**config.mk**
```make
export PLATFORM = sky130hd
export DESIGN_NAME = trig_pulse_rx
export DESIGN_NICKNAME = d
export VERILOG_FILES = /design/src/rtl/trig_pulse_rx.sv
export SDC_FILE = /design/constraint.sdc
export NUM_CORES = 1
export LEC_CHECK = 0
export BUFFER_PORTS_ARGS = -buffer_cell sky130_fd_sc_hd__clkbuf_2
export CAP_MARGIN = 20
export CELL_PAD_IN_SITES_DETAIL_PLACEMENT = 0
export CELL_PAD_IN_SITES_GLOBAL_PLACEMENT = 2
export CORE_MARGIN = 3
export CORE_UTILIZATION = 33
export CTS_CLUSTER_SIZE = 12
export DETAILED_ROUTE_END_ITERATION = 6
export PLACE_DENSITY = 0.86
export SYNTH_ARGS = -nofsm -noshare
export SYNTH_HDL_FRONTEND = slang
export SYNTH_SLANG_ARGS = --single-unit
```
**constraint.sdc**
```tcl
create_clock -name clk -period 5.35 [get_ports clk]
set_clock_uncertainty 0.15 [all_clocks]
set_input_delay 0.535 -clock clk [delete_from_list [all_inputs] [get_ports clk]]
set_output_delay 0.535 -clock clk [all_outputs]
set_load 0.005 [all_outputs]
```
**src/rtl/trig_pulse_rx.sv**
```systemverilog
// trig_pulse_rx: receives 16 asynchronous coax trigger lines, votes them into a
// single "trigger present" level, qualifies pulse width and applies dead time.
//
// Ports:
//   clk, nrst        - clock and synchronous active-low reset
//   coax_in[15:0]    - asynchronous trigger lines (high while firing)
//   vote_thresh[4:0] - minimum number of high lines (0 behaves as 1)
//   min_ticks[7:0]   - shortest accepted pulse, clk cycles
//   max_ticks[7:0]   - longest accepted pulse, clk cycles
//   holdoff_ticks    - dead time after an accepted/long pulse, units of 4 cycles
//   clear_counts     - zero all event counters
//   trig_out         - one-cycle strobe per accepted trigger
//   trig_width[7:0]  - width of the last accepted pulse
//   trig_count[31:0] - accepted triggers (wrapping)
//   err_short[15:0]  - too-short pulses (saturating)
//   err_long[15:0]   - too-long pulses (saturating)
//   busy             - FSM not in IDLE
module trig_pulse_rx #(
  parameter int unsigned SYNC_STAGES = 2
) (
  input  logic        clk,
  input  logic        nrst,
  input  logic [15:0] coax_in,
  input  logic [4:0]  vote_thresh,
  input  logic [7:0]  min_ticks,
  input  logic [7:0]  max_ticks,
  input  logic [7:0]  holdoff_ticks,
  input  logic        clear_counts,
  output logic        trig_out,
  output logic [7:0]  trig_width,
  output logic [31:0] trig_count,
  output logic [15:0] err_short,
  output logic [15:0] err_long,
  output logic        busy
);

  localparam int unsigned LINES   = 16;
  localparam int unsigned ONES_W  = 5;
  localparam int unsigned WIDTH_W = 8;
  localparam int unsigned HOLD_W  = 10;

  typedef enum logic [1:0] {IDLE, MEASURE, WAIT_LOW, HOLDOFF} state_t;

  logic [SYNC_STAGES-1:0][LINES-1:0] sync_q;
  logic [LINES-1:0]   sync_last;
  logic [ONES_W-1:0]  ones;
  logic [ONES_W-1:0]  thresh_eff;
  logic               line_hi;
  state_t             state;
  logic [WIDTH_W-1:0] width;
  logic [HOLD_W-1:0]  hold_cnt;
  logic               acc_ev;
  logic               short_ev;
  logic               long_ev;

  // Per-line synchronizer chains
  always_ff @(posedge clk) begin
    if (!nrst) sync_q <= '0;
    else       sync_q <= {sync_q[SYNC_STAGES-2:0], coax_in};
  end

  assign sync_last = sync_q[SYNC_STAGES-1];

  // Popcount of the synchronized lines
  always_comb begin
    ones = '0;
    for (int i = 0; i < LINES; i++) ones = ones + ONES_W'(sync_last[i]);
  end

  assign thresh_eff = (vote_thresh == '0) ? ONES_W'(1) : vote_thresh;

  // Registered vote; a threshold above 16 can never be met
  always_ff @(posedge clk) begin
    if (!nrst) line_hi <= 1'b0;
    else       line_hi <= (ones >= thresh_eff);
  end

  // Pulse classification events while measuring
  always_comb begin
    acc_ev   = 1'b0;
    short_ev = 1'b0;
    long_ev  = 1'b0;
    if (state == MEASURE) begin
      if (line_hi) begin
        long_ev = (width >= max_ticks);
      end else if (width < min_ticks) begin
        short_ev = 1'b1;
      end else if (width > max_ticks) begin
        long_ev = 1'b1;
      end else begin
        acc_ev = 1'b1;
      end
    end
  end

  // Pulse FSM with width/holdoff counters and registered outputs
  always_ff @(posedge clk) begin
    if (!nrst) begin
      state      <= IDLE;
      width      <= '0;
      hold_cnt   <= '0;
      busy       <= 1'b0;
      trig_out   <= 1'b0;
      trig_width <= '0;
    end else begin
      trig_out <= acc_ev;
      unique case (state)
        IDLE: begin
          width <= '0;
          if (line_hi) begin
            state <= MEASURE;
            width <= WIDTH_W'(1);
            busy  <= 1'b1;
          end
        end
        MEASURE: begin
          if (line_hi) begin
            if (long_ev) begin
              state <= WAIT_LOW;
              width <= '0;
            end else begin
              width <= width + WIDTH_W'(1);
            end
          end else begin
            width <= '0;
            if (acc_ev) trig_width <= width;
            if (short_ev) begin
              state <= IDLE;
              busy  <= 1'b0;
            end else begin
              state    <= HOLDOFF;
              hold_cnt <= '0;
            end
          end
        end
        WAIT_LOW: begin
          if (!line_hi) begin
            state    <= HOLDOFF;
            hold_cnt <= '0;
          end
        end
        HOLDOFF: begin
          // Exit on the cycle the count reaches holdoff_ticks*4
          if (hold_cnt == {holdoff_ticks, 2'b00}) begin
            state <= IDLE;
            busy  <= 1'b0;
          end else begin
            hold_cnt <= hold_cnt + HOLD_W'(1);
          end
        end
        default: begin
          state <= IDLE;
          busy  <= 1'b0;
        end
      endcase
    end
  end

  // Event counters; clear wins over a same-cycle increment
  always_ff @(posedge clk) begin
    if (!nrst || clear_counts) begin
      trig_count <= '0;
      err_short  <= '0;
      err_long   <= '0;
    end else begin
      if (acc_ev) trig_count <= trig_count + 32'd1;
      if (short_ev && (err_short != 16'hFFFF)) err_short <= err_short + 16'd1;
      if (long_ev && (err_long != 16'hFFFF))   err_long  <= err_long + 16'd1;
    end
  end

endmodule

```
==> results.toml <==
[yosys]
synthesis.nets = 831
syn_area_per_cell_um2 = 8.59
synth_seq_area_share_pct = 39.9
yosys_warnings = 0
synthArstFlopShare_pct = 0
synth_top_area_share_pct = 39.9
synth_edf_count = 0
synth_common_cells = "127 x dfxtp_1, 64 x a21oi_1, 51 x inv_1"
synth_largest_area_cell = "dfxtp_1"
synthTopCellsByArea = "dfxtp_1 40%, ha_1 6.1%, a21oi_1 5.0%"
synth_cell_types = 49
synth.most_common_cell = "dfxtp_1"
synth_seq_cells = 127
netlist_instances = 742
synth_top_flop_cell = "dfxtp_1"
syn-cell-area_mm2 = 0.00637

[layout]
syn_to_final_growth_pct = 22.7
drive_above_1_share_pct = 19.0
nets = 943
utilization_pct = 41.5
instances_no_fill = 1128
fin_area_mm2 = 0.00782

[timing]
setup_slack_ps = 1090
period_needed_ps = 4260
finalSetupViolCount = 0
slew_violations = 0
relSlewSlack_pct = 34.6
fmax_mhz = 235
holdWs_ps = 165
timing_hold_violations_final = 0
setup-tns-final_ps = 0
finalCritPeriodShare_pct = 79.7
worstMarginPinSlew_ps = 974
rsz0062_at_grt = "false"

[drt]
vias_per_cell = 4.96
drtPass1Iterations = 4
ant_nets = 0
post-route-drc-count = 0
drt_iter0_drc = 198
vias = 5600
drt_wl_total_um = 15700
wl_per_cell_um = 13.9

[setup_path]
cp.arrival_ps = 4400
critical_path_required_ps = 5490
path_class = "reg2reg"
endpoint_kind = "flip-flop"
worstPathMaxFanout = 2
critPathLaunchType = "flip-flop"

[clocking]
clkSlewWorstSetupHoldPaths_ps = 60
h-tree-depth = 4
cts_buffers = 17
postCtsResizedCells = 0
numClockSinks = 127
tritoncts = "done"
clock_latency_ps = 420
clk_path_buf_depth = 2
ctsHoldBuffers = 0
root_buffer = "clkbuf_16"
cts_setup_buffers = 0

[power_and_ir_drop]
ir_drop_mv = 0.189
p_per_area_mw_per_mm2 = 292
p_leak_nw = 3.26
power_mw = 2.29

[placed_design]
dp_cells = 1094
place_ws_ps = 1080
port_buffers = 121
gp_congestion = 0.753
dpl_cell_area_mm2 = 0.00721
place_hpwl_um = 11100

[die]
core_area_mm2 = 0.0188
dieArea_mm2 = 0.0210
die_h_um = 145
start_util_pct = 33.8
chipWidth_um = 145
core.rowCount = 50
top_level_ports = 122

[global_routing]
grt_pass1_wl_um = 26200
grt_pass1_vias = 5218
grt_overflow = 0
grt_max_degree = 70
gr-usage-all-layers_pct = 15.1
antenna_found_initial = 1

[outcome]
status = "finished, final reports clean"

[flow_run]
drv_cap = 0

[worst_hold_path]
hold_class = "in2reg"
[critical path: stages, from the launching register on]
cell     delay (ps)
dfxtp_1         310
inv_1            50
fa_1            550
fa_1            450
fa_1            480
fa_1            490
inv_1            40
ha_1            200
fa_1            450
ha_1            300
a21o_1          150
a21o_1          160
a21o_1          170
a21oi_1         140
nor2_1           50
[cell families after synthesis]
family / share of synthesized area [%]
DFF: 39.9
xor gates and xnor gates: 3.30
and+or+nand+nor: 25.5
buffers and inverters: 4.99
adders and majority gates: 9.23
muxes: 1.57
AOI/OAI and AO/OA: 15.5
[cell type report]
| class | count | area, µm² |
|---|---|---|
| Clock buffer | 18 | 439 |
| Inverter | 51 | 191 |
| Fill cell | 1904 | 11000 |
| Clock inverter | 14 | 156 |
| Timing Repair Buffer | 125 | 639 |
| Sequential cell | 127 | 2540 |
| Antenna cell | 1 | 2.50 |
| Multi-Input combinational cell | 532 | 3520 |
| Tap cell | 260 | 325 |
[layer usage]
layer | vias to the layer above | GRT usage, % | wire length [µm]
met1 | 2583 | 19.2 | 7280
met2 | 99 | 24.6 | 7430
met5 | - | 0 | 0
li1 | 2893 | - | -
met3 | 25 | 3.50 | 566
met4 | 0 | 6.84 | 436
[state kept, by name, indices dropped and copies added (netlist names), named ones only]
name        count
err_short      16
trig_count     32
busy            1
line_hi         1
err_long       16
hold_cnt       10
trig_out        1
state           1
sync_q         16
sync_last      16
trig_width      8
width           8
[path summary, 6_finish.rpt]
| check | slack, ps | cells after the start | to | start |
|---|---|---|---|---|
| max | 1090 | 14 | line_hi | sync_last[0] |
| min | 170 | 2 | sync_q[12] | coax_in[12] |
| max reg2reg | 1090 | 14 | line_hi | sync_last[0] |
| min reg2reg | 280 | 1 | sync_last[7] | sync_q[7] |
[cell usage in the layout (no fill, tap or decap), types with 4 or more instances in the layout]
master	Yosys	routed
a21o_1	7	7
a21oi_1	64	64
and2_1	38	38
and3_1	15	15
and4_1	5	5
clkbuf_16	0	17
clkbuf_2	0	121
clkinv_4	0	5
dfxtp_1	127	127
fa_1	10	10
ha_1	31	31
inv_1	51	51
inv_6	0	4
mux2i_1	10	10
nand2_1	44	44
nand2b_1	7	6
nand3_1	37	37
nand4_1	26	26
nor2_1	44	44
nor2b_1	4	4
nor3_1	6	6
nor4_1	5	5
o211ai_1	5	5
o21a_1	5	5
o21ai_0	41	41
o31ai_1	23	23
or3_1	35	35
or4_1	22	22
xnor2_1	8	8
xor2_1	16	16
[report_power, final]
| group | internal [mW] | switching, mW | leakage [nW] |
|---|---|---|---|
| clock | 0.705 | 0.465 | 0.292 |
| sequential | 0.960 | 0.00797 | 1.03 |
| combinational | 0.0689 | 0.0780 | 1.94 |
(Power assumes the default switching activity.)
